<file path="src/rtl/credit_price_table.sv">
// credit_price_table: per-item price registers with synchronous write and
// asynchronous read; every entry returns to DEFAULT_PRICE on reset.
module credit_price_table #(
    parameter int MONEY_W       = 13,
    parameter int N_ITEMS       = 4,
    parameter int ITEM_W        = 2,
    parameter int DEFAULT_PRICE = 100
) (
    input  logic               clk,
    input  logic               rst_n,
    input  logic               i_we,
    input  logic [ITEM_W-1:0]  i_widx,
    input  logic [MONEY_W-1:0] i_wdata,
    input  logic [ITEM_W-1:0]  i_ridx,
    output logic [MONEY_W-1:0] o_rdata
);

    logic [MONEY_W-1:0] r_price [N_ITEMS];

    // Price storage: reset to the default price, written one entry at a time.
    always_ff @(posedge clk or negedge rst_n) begin
        if (!rst_n) begin
            for (int i = 0; i < N_ITEMS; i++) begin
                r_price[i] <= MONEY_W'(DEFAULT_PRICE);
            end
        end else if (i_we && (int'(i_widx) < N_ITEMS)) begin
            r_price[i_widx] <= i_wdata;
        end
    end

    // Indices beyond the table read as zero rather than an undefined entry.
    assign o_rdata = (int'(i_ridx) < N_ITEMS) ? r_price[i_ridx] : '0;

endmodule

</file>
<file path="config.mk">
export PLATFORM = sky130hd
export DESIGN_NAME = credit_price_table
export DESIGN_NICKNAME = d
export VERILOG_FILES = /design/src/rtl/credit_price_table.sv
export SDC_FILE = /design/constraint.sdc
export NUM_CORES = 1
export LEC_CHECK = 0
export ABC_AREA = 1
export CAP_MARGIN = 10
export CORE_MARGIN = 2
export CORE_UTILIZATION = 60
export DETAILED_ROUTE_END_ITERATION = 8
export PLACE_DENSITY = 0.84
export SETUP_SLACK_MARGIN = 0.1
export SYNTH_ARGS = -nofsm -noshare
export SYNTH_HDL_FRONTEND = slang
export SYNTH_SLANG_ARGS = --single-unit
</file>
<file path="constraint.sdc">
create_clock -name clk -period 1.3 [get_ports clk]
set_input_delay 0.195 -clock clk [delete_from_list [all_inputs] [get_ports clk]]
set_output_delay 0.195 -clock clk [all_outputs]
set_load 0.05 [all_outputs]
</file>
; ---- After elaboration in Yosys (flattened, before gate mapping)
; Cells that the tools add are included.
[word_totals]
ff_bits = 52
in_bits = 20
output_inout_bits = 13
wordCells = 16
[classes]
order_cmp = 3
muxes = 6
bitwise_logic = 2
n_reduce_logical = 1
[ops]
columns = cell, count
row1 = $bwmux W52, 1
row2 = $mux W13, 3
row3 = $bmux W13 S2, 1
row4 = $demux W13 S2, 1
row5 = $ge A3 B3 Y1 const B, 2
row6 = $not A2 Y3, 2
row7 = $lt A3 B1 Y1 const B, 1
row8 = $logic_and A1 B1 Y1, 1

; ---- Depth between registers and ports, before layout
; Gate-level depths: netlist of run 1.
[logic_depth]
word_depth = 6
mapped_depth = 6
mapped_depth_nobuf = 4

; ---- Least setup slack after synthesis of run 1
; Ideal clock, no wire load.
[synth_path]
path_kind = register -> output
startpoint = reg r_price[5] (netlist bit)
endpoint = out o_rdata[5]
arrival_ns = 0.989
required_ns = 1.105
setup_slack_ns = 0.116
stages_incl_launch_ff = 5
n_path_buf = 0
path_cell_list = dfstp_2 -> inv_1 -> nand2_1 -> nand3_1 -> nand2_1
[synth_between]
elab_chain_cells = 3
[synth_rtl]
columns = item, line_no
row1 = from (decl), 18  ; logic [MONEY_W-1:0] r_price [N_ITEMS];
row2 = "from (signal, indexed assignment)", 24  ; r_price[i] <= MONEY_W'(DEFAULT_PRICE);
row3 = "from (signal, indexed assignment)", 27  ; r_price[i_widx] <= i_wdata;
row4 = $bmux W13 S2, 32  ; assign o_rdata = (int'(i_ridx) < N_ITEMS) ? r_price[i_ridx] : '0;
row5 = $mux W13 (not written as such) (2 in series), 32
row6 = to (decl), 15  ; output logic [MONEY_W-1:0] o_rdata
; No other way between the ends. The select of a mux whose other input is x is not followed.

; ---- Final worst setup path of run 1
[layout_path]
startpoint = reg r_price[18] (netlist bit)
endpoint = out o_rdata[5]
; Same word-level chain as after synthesis.

==> run summary, run 1 <==
Final worst path period need -> 1.49 ns
GRT Util Overall -> 30.2%
Reg area -> 1320 um2
Relative slew slack -> 81.6%
CP startpoint kind -> flop
Synth-to-layout area growth -> 32.6%
Post-route antenna net violation count -> 0
Place WS -> -0.368 ns
Clock sink count -> 52
Residual DRC count -> 0
Required @ worst endpoint -> 1.11 ns
Fin Clk Skew -> 0 ns
PnR worst setup slack -> -0.192 ns
Lkg Pwr -> 2.10 nW
Tcrit/Tclk final -> 115%
Crit end category -> primary output
Max incr delay on CP -> 0.54 ns
Sequential fraction of the synthesis area -> 45.4%
Worst hold slack -> 0.397 ns
Slowest-stage cell, CP -> dfstp_2
Worst Tran Pin Value -> 0.277 ns
H-Tree Depth -> 2
Later-pin clock latency in the skew report -> 0.30 ns
Post-route cell area -> 3850 um2
Die area -> 5410 um2
Final total power -> 4.73 mW
Total CTS buffers -> 5
Most flops, register -> r_price
Synth top area share -> 34.5%
Wirelength per Cell -> 15.1 um
Synth Cell Area -> 2900 um2
Rows -> 25
Cells along the critical path -> inv_1, nand2_2, nand3_2, nand2_2, buf_12
Die Ht -> 73.5 um
EDFF count, synth -> 0
Top flop regs -> r_price: 52 flops
Largest area contributor in the netlist -> dfrtp_1
Starting DRT DRC Count -> 239
Final-report setup violation count -> 12
Core Area -> 4690 um2
CTS tree -> yes
Multi-input logic area -> 1190 um2
CTS Buffer Depth -> 2
Ys flop type -> dfrtp_1
Initial Util -> 61.8%
Diodes inserted -> 0
Power density over the cells -> 1230 nW/um2
Global-route wire length before repair -> 12400 um
Worst hold-check path type -> input port to asynchronous set/reset pin
Largest net degree at the start of global routing -> 53
Die width -> 73.5 um
Area contributors post-synth -> dfrtp_1, nand2_1, dfstp_2, inv_1, nand3_1
Slew Limit Fails -> 0
Area after DPL -> 3520 um2
Via count -> 2749
Detailed Routing Iterations Pass 1 -> 7
Fmax -> 670 MHz
Vias/cell -> 5.48
Layout cells sized above 1 -> 29.5%
Post-synthesis register bit count -> 52
CP Buf/Inv Count -> 2
Hold Vio Cnt, Final -> 0
Critical path class -> flop to primary output
Max reg flops -> 52
Avg Cell Area, Syn -> 7.56 um2
Arrival @ worst endpoint -> 1.30 ns
Vias in the first global route -> 2753
Failing checks -> negative setup slack
Fillers -> 277
Worst Path Max Fanout -> 2
Max_cap viols -> 0
FF-to-FF Start -> r_price[36]
Post-Syn Instances -> 384
Synth unique cells -> 15
Post-synth net total -> 404
Non-filler instance count after layout -> 502
Initial antenna violation count -> 0
Ys async rst share -> 100%
Root Buffer -> clkbuf_8
Most used cell, CP -> nand2_2
Clk slew on worst S/H paths -> 0.09 ns
Routability cong. -> 0.878
Dpl cells -> 479
# IOs -> 33
Total routed wirelength -> 7570 um
YS warnings -> 0
CP top delay family -> flip-flops
RSZ-0062 raised after global routing -> true
Top-count cell post-synth -> nand2_1
DP HPWL -> 4860 um
Outcome -> finished, violations left
IO Port Bufs -> 32
GR Overflow Total -> 0
VDD IR max -> 0.000732 V
Fin nets -> 467
Synth cell count leaders -> nand2_1, inv_1, dfrtp_1
Critical Path Start -> r_price[18]
==> logic make-up (layout without fill, tap and decap cells) <==
| kind of cell | count (synthesis) | in the layout | share of synthesized area, % |
|---|---|---|---|
| buffers and inverters | 93 | 157 | 15.8 |
| AND/OR/NAND/NOR | 226 | 226 | 34.9 |
| flip-flops | 52 | 52 | 45.4 |
| AO/OA/AOI/OAI | 13 | 13 | 3.92 |
==> power by group <==
part | internal (mW) | switching [mW] | leakage [nW] | total, mW
combinational | 0.705 | 0.873 | 1.42 | 1.58
sequential | 1.92 | 0.151 | 0.625 | 2.07
clock | 0.572 | 0.514 | 0.0552 | 1.09
total | 3.20 | 1.54 | 2.10 | 4.73
==> path summary, 6_finish.rpt <==
kind | to | slack (ns) | cells past startpoint
max in group asynchronous | r_price[31] | 0.61 | 3
setup reg to reg | r_price[36] | 0.45 | 4
hold reg to reg | r_price[45] | 0.47 | 2
setup / recovery | o_rdata[5] | -0.19 | 5
hold / removal | r_price[4] | 0.40 | 3
min in group clk | r_price[6] | 0.40 | 4
==> per-stage QoR <==
| step | setup TNS, ns | utilization [%] |
|---|---|---|
| final | -0.645 | 82.0 |
| after global routing | -1.48 | 82.0 |
| after CTS | -0.616 | 80.9 |
| after detailed placement | -11.57 | 75.1 |
| after global placement | -10.09 | 75.1 |
| after floorplan | 0 | - |
==> worst register-to-register path: cells and delay by family, from the launching register on <==
kind                   cells  cell delay (ns)
and+or+nand+nor            2             0.10
DFF                        1             0.40
buffers and inverters      2             0.26
==> metal layers <==
layer / GRT usage, % / part of all wire (%) / up-vias
met5: 0 / 0 / -
met4: 12.9 / 2.3 / 0
met3: 5.21 / 6.1 / 22
met2: 50.9 / 52 / 124
met1: 38.1 / 40 / 1305
li1: - / - / 1298
==> repair_timing <==
| item | 4_1_cts | 5_1_grt |
|---|---|---|
| setup buffers | 9 | 5 |
| pin swaps | 14 | 8 |
| hold endpoints to repair | 40 | 0 |
| gates resized for setup | 34 | 7 |
| hold buffers | 1 | 0 |
| endpoints found under the setup margin | 16 | 18 |
==> layout by cell type (no fill, tap or decap), drive strengths merged <==
master / count
nor2: 1
clkinvlp: 1
nand4: 26
clkdlybuf4s50: 14
dlygate4sd2: 2
bufinv: 1
dlymetal6s2s: 1
inv: 68
nand3: 42
buf: 61
clkbuf: 6
dfstp: 12
clkinv: 1
dlygate4sd3: 1
nand2: 157
dfrtp: 40
o21ai: 13
clkdlybuf4s15: 1
==> final cells by class <==
class,instances,share of cell area [%]
clock buffers,6,1.89
clock inverters,2,0.910
inverters,69,6.96
multi-input cells,239,31.0
flip-flops and latches,52,34.2
well taps,54,1.76
repair buffers,80,23.3
(Power assumes the default switching activity.)
==> inputs of run 2 (changes only) <==
--- a/config.mk
+++ b/config.mk
@@ -5,12 +5,11 @@
 export SDC_FILE = /design/constraint.sdc
 export NUM_CORES = 1
 export LEC_CHECK = 0
-export ABC_AREA = 1
 export CAP_MARGIN = 10
-export CORE_MARGIN = 2
-export CORE_UTILIZATION = 60
+export CORE_MARGIN = 1
+export CORE_UTILIZATION = 57
 export DETAILED_ROUTE_END_ITERATION = 8
-export PLACE_DENSITY = 0.84
+export PLACE_DENSITY = 0.83
 export SETUP_SLACK_MARGIN = 0.1
 export SYNTH_ARGS = -nofsm -noshare
 export SYNTH_HDL_FRONTEND = slang
==> run 2 against run 1 <==
Clock power is essentially flat; clock-buffer cell count did not move; highest routed layer unchanged; hold slack about the same; register-to-register slack got worse by 0.06 ns; non-clock buffer count fell by 28; first-iteration DRC count down 72%; clock skew unchanged; the run still ends with negative setup slack left; largest cell class unchanged.
==> run summary, run 2 <==
Outcome -> finished, violations left (unchanged)
Failing checks -> negative setup slack (unchanged)
Relative slew slack -> 82.0% (was 81.6%)
Hold Vio Cnt, Final -> 0 (unchanged)
DRT met1 WL -> 1850 um (was 3020 um)
Die width -> 65.1 um (was 73.5 um)
Metal3 WL -> 201 um (was 464 um)
Largest area contributor in the netlist -> dfrtp_1 (unchanged)
IO Port Bufs -> 32 (unchanged)
Most common cell after layout, fill and taps aside -> mux2_2 (was nand2_1)
FF-to-FF Start -> r_price[10] (was r_price[36])
YS warnings -> 0 (unchanged)
DP HPWL -> 2760 um (was 4860 um)
Synth Cell Area -> 2270 um2 (was 2900 um2)
Reg2reg end -> r_price[10] (was r_price[36])
Synth cell count leaders -> mux2_2, dfrtp_1, mux4_2 (was nand2_1, inv_1, dfrtp_1)
Via count -> 1334 (was 2749)
# IOs -> 33 (unchanged)
Later-pin clock latency in the skew report -> 0.30 ns (about the same)
PnR worst setup slack -> -0.266 ns (was -0.192 ns)
Synth top area share -> 44.1% (was 34.5%)
Post-Syn Instances -> 127 (was 384)
Max incr delay on CP -> 0.48 ns (was 0.54 ns)
CP startpoint kind -> flop (unchanged)
Wirelength per Cell -> 21.1 um (was 15.1 um)
Total routed wirelength -> 4840 um (was 7570 um)
Post-synthesis register bit count -> 52 (unchanged)
Most frequent cells in the layout -> mux2_2, dfrtp_1, buf_6 (was nand2_1, inv_1, dfrtp_1)
Total CTS buffers -> 5 (unchanged)
Fin nets -> 200 (was 467)
Max reg flops -> 52 (unchanged)
Synth Area in Simple Gates -> 1.43% (was 34.9%)
Fillers -> 198 (was 277)
CTS Buffer Depth -> 2 (unchanged)
Root Buffer -> clkbuf_8 (unchanged)
Residual DRC count -> 0 (unchanged)
Lkg Pwr -> 1.31 nW (was 2.10 nW)
Worst reg2reg setup slack -> 0.39 ns (was 0.45 ns)
Ys async rst share -> 100% (unchanged)
Synth Area in Compound Gates -> 0% (was 3.92%)
Register-to-Register Path Depth -> 2 (was 4)
Arrival @ worst endpoint -> 1.37 ns (was 1.30 ns)
Fin Clk Skew -> 0 ns (unchanged)
Sequential fraction of the synthesis area -> 58.0% (was 45.4%)
Max layer used -> met4 (unchanged)
Max_cap viols -> 0 (unchanged)
GRT Util Overall -> 27.0% (was 30.2%)
Final worst path period need -> 1.57 ns (was 1.49 ns)
Crit end category -> primary output (unchanged)
Global-route wire length before repair -> 7940 um (was 12400 um)
XOR/XNOR Fraction of Synth Area -> 0% (unchanged)
Diodes inserted -> 0 (unchanged)
Worst hold-check path type -> input port to asynchronous set/reset pin (unchanged)
Post-synth net total -> 147 (was 404)
Worst Path Max Fanout -> 2 (unchanged)
Worst Tran Pin Value -> 0.271 ns (was 0.277 ns)
Slew Limit Fails -> 0 (unchanged)
Clock sink count -> 52 (unchanged)
Avg Cell Area, Syn -> 17.9 um2 (was 7.56 um2)
Detailed Routing Iterations Pass 1 -> 4 (was 7)
Slowest-stage cell, CP -> mux4_2 (was dfstp_2)
Setup TNS -> -3.10 ns (was -0.645 ns)
RSZ-0062 raised after global routing -> true (unchanged)
Final-report setup violation count -> 13 (was 12)
Metal2 WL -> 2680 um (was 3910 um)
Layout cells sized above 1 -> 65.7% (was 29.5%)
CTS tree -> yes (unchanged)
Starting DRT DRC Count -> 66 (was 239)
Post-synthesis adder-cell area fraction -> 0% (unchanged)
Fmax -> 639 MHz (was 670 MHz)
Vias in the first global route -> 1539 (was 2753)
Routability cong. -> 0.663 (was 0.878)
Synth unique cells -> 11 (was 15)
Core Area -> 3740 um2 (was 4690 um2)
Cells along the critical path -> mux4_2, buf_6 (was inv_1, nand2_2, nand3_2, nand2_2, buf_12)
Ys flop type -> dfrtp_1 (unchanged)
Post-synthesis mux area share -> 38.7% (was 0%)
Largest family of logic cells by synthesized area -> multiplexers (was simple AND/OR/NAND/NOR gates)
Die Ht -> 65.1 um (was 73.5 um)
Worst hold slack -> 0.397 ns (about the same)
Required @ worst endpoint -> 1.11 ns (about the same)
Post-route antenna net violation count -> 0 (unchanged)
Area contributors post-synth -> dfrtp_1, mux2_2, dfstp_2, mux4_2, buf_4 (was dfrtp_1, nand2_1, dfstp_2, inv_1, nand3_1)
EDFF count, synth -> 0 (unchanged)
Initial Util -> 60.6% (was 61.8%)
Most flops, register -> r_price (unchanged)
Initial antenna violation count -> 0 (unchanged)
Synth-to-layout area growth -> 34.8% (was 32.6%)
Top-count cell post-synth -> mux2_2 (was nand2_1)
GR Overflow Total -> 0 (unchanged)
Critical path class -> flop to primary output (unchanged)
Top flop regs -> r_price: 52 flops (unchanged)
Power density over the cells -> 1520 nW/um2 (was 1230 nW/um2)
VDD IR max -> 0.000951 V (was 0.000732 V)
H-Tree Depth -> 2 (unchanged)
Vias/cell -> 5.83 (was 5.48)
Place WS -> -0.527 ns (was -0.368 ns)
Largest net degree at the start of global routing -> 53 (unchanged)
Die area -> 4240 um2 (was 5410 um2)
Clk slew on worst S/H paths -> 0.09 ns (about the same)
Rows -> 22 (was 25)
Tcrit/Tclk final -> 120% (was 115%)
==> run 2: cell count changes after synthesis, sizes merged <==
cell,before,now
inv,69,0
mux4,0,13
o21ai,13,0
buf,24,6
nor3b,0,1
nor2,1,0
mux2,0,52
nand4,26,0
nand3,42,1
nand3b,0,2
nand2,157,0
==> run 2: cells by family after synthesis <==
kind of cell,count (synthesis)
buffers and inverters,6
flip-flops,52
multiplexers,65
AND/OR/NAND/NOR,4
==> run 2: cell type report <==
class	instances	area (um2)	area share (%)
sequential	52	1320	43.0
multi-input combinational	69	936	30.6
timing repair buffer	52	641	20.9
clock buffer	6	72.6	2.37
tap	48	60.1	1.96
clock inverter	2	35.0	1.14
==> run 2: what timing repair did <==
item / CTS / global route
pin swaps: 1 / 0
cloned: 3 / 0
setup endpoints to repair: 35 / 13
hold buffers: 1 / 0
resized for setup: 31 / 0
endpoints found under the hold margin: 40 / 0
setup buffers: 2 / 5
==> run 2: metal layers <==
layer  up-vias  track usage (%)
met5         -                0
met4         0             10.1
met3        14             6.94
met2        41             48.3
met1       694             31.1
li1        585                -
==> run 2: worst max-delay path by stage <==
stage	cells past startpoint	startpoint	slack, ns	endpoint
3_5_place_dp	4	i_ridx[0]	-0.53	o_rdata[0]
3_3_place_gp	4	i_ridx[0]	-0.52	o_rdata[11]
2_1_floorplan	2	i_ridx[0]	0.12	o_rdata[0]
4_1_cts	2	r_price[13]	-0.26	o_rdata[0]
6_report	2	r_price[29]	-0.27	o_rdata[3]
5_1_grt	2	r_price[11]	-0.30	o_rdata[11]
==> run 2: critical path, delay by kind of cell (launching register included) <==
kind | cells | cell delay (ns)
buffers and inverters | 1 | 0.17
multiplexers | 1 | 0.48
flip-flops | 1 | 0.41
==> run 2: power breakdown <==
part           internal, mW  total (mW)  leakage [nW]  switching, mW
clock network         0.571        1.08        0.0552          0.506
logic                 0.749        1.42         0.658          0.676
registers              1.97        2.14         0.599          0.165
total                  3.29        4.64          1.31           1.35
==> run 2: stage by stage <==
stage	instances	util (%)	power, mW	instance area, um2
global route	229	81.8	4.81	3060
floorplan	127	-	2.96	2280
CTS	224	80.7	4.59	3020
detailed placement	210	72.5	3.37	2710
finish	229	81.8	4.64	3060
global placement	210	72.5	3.30	2710
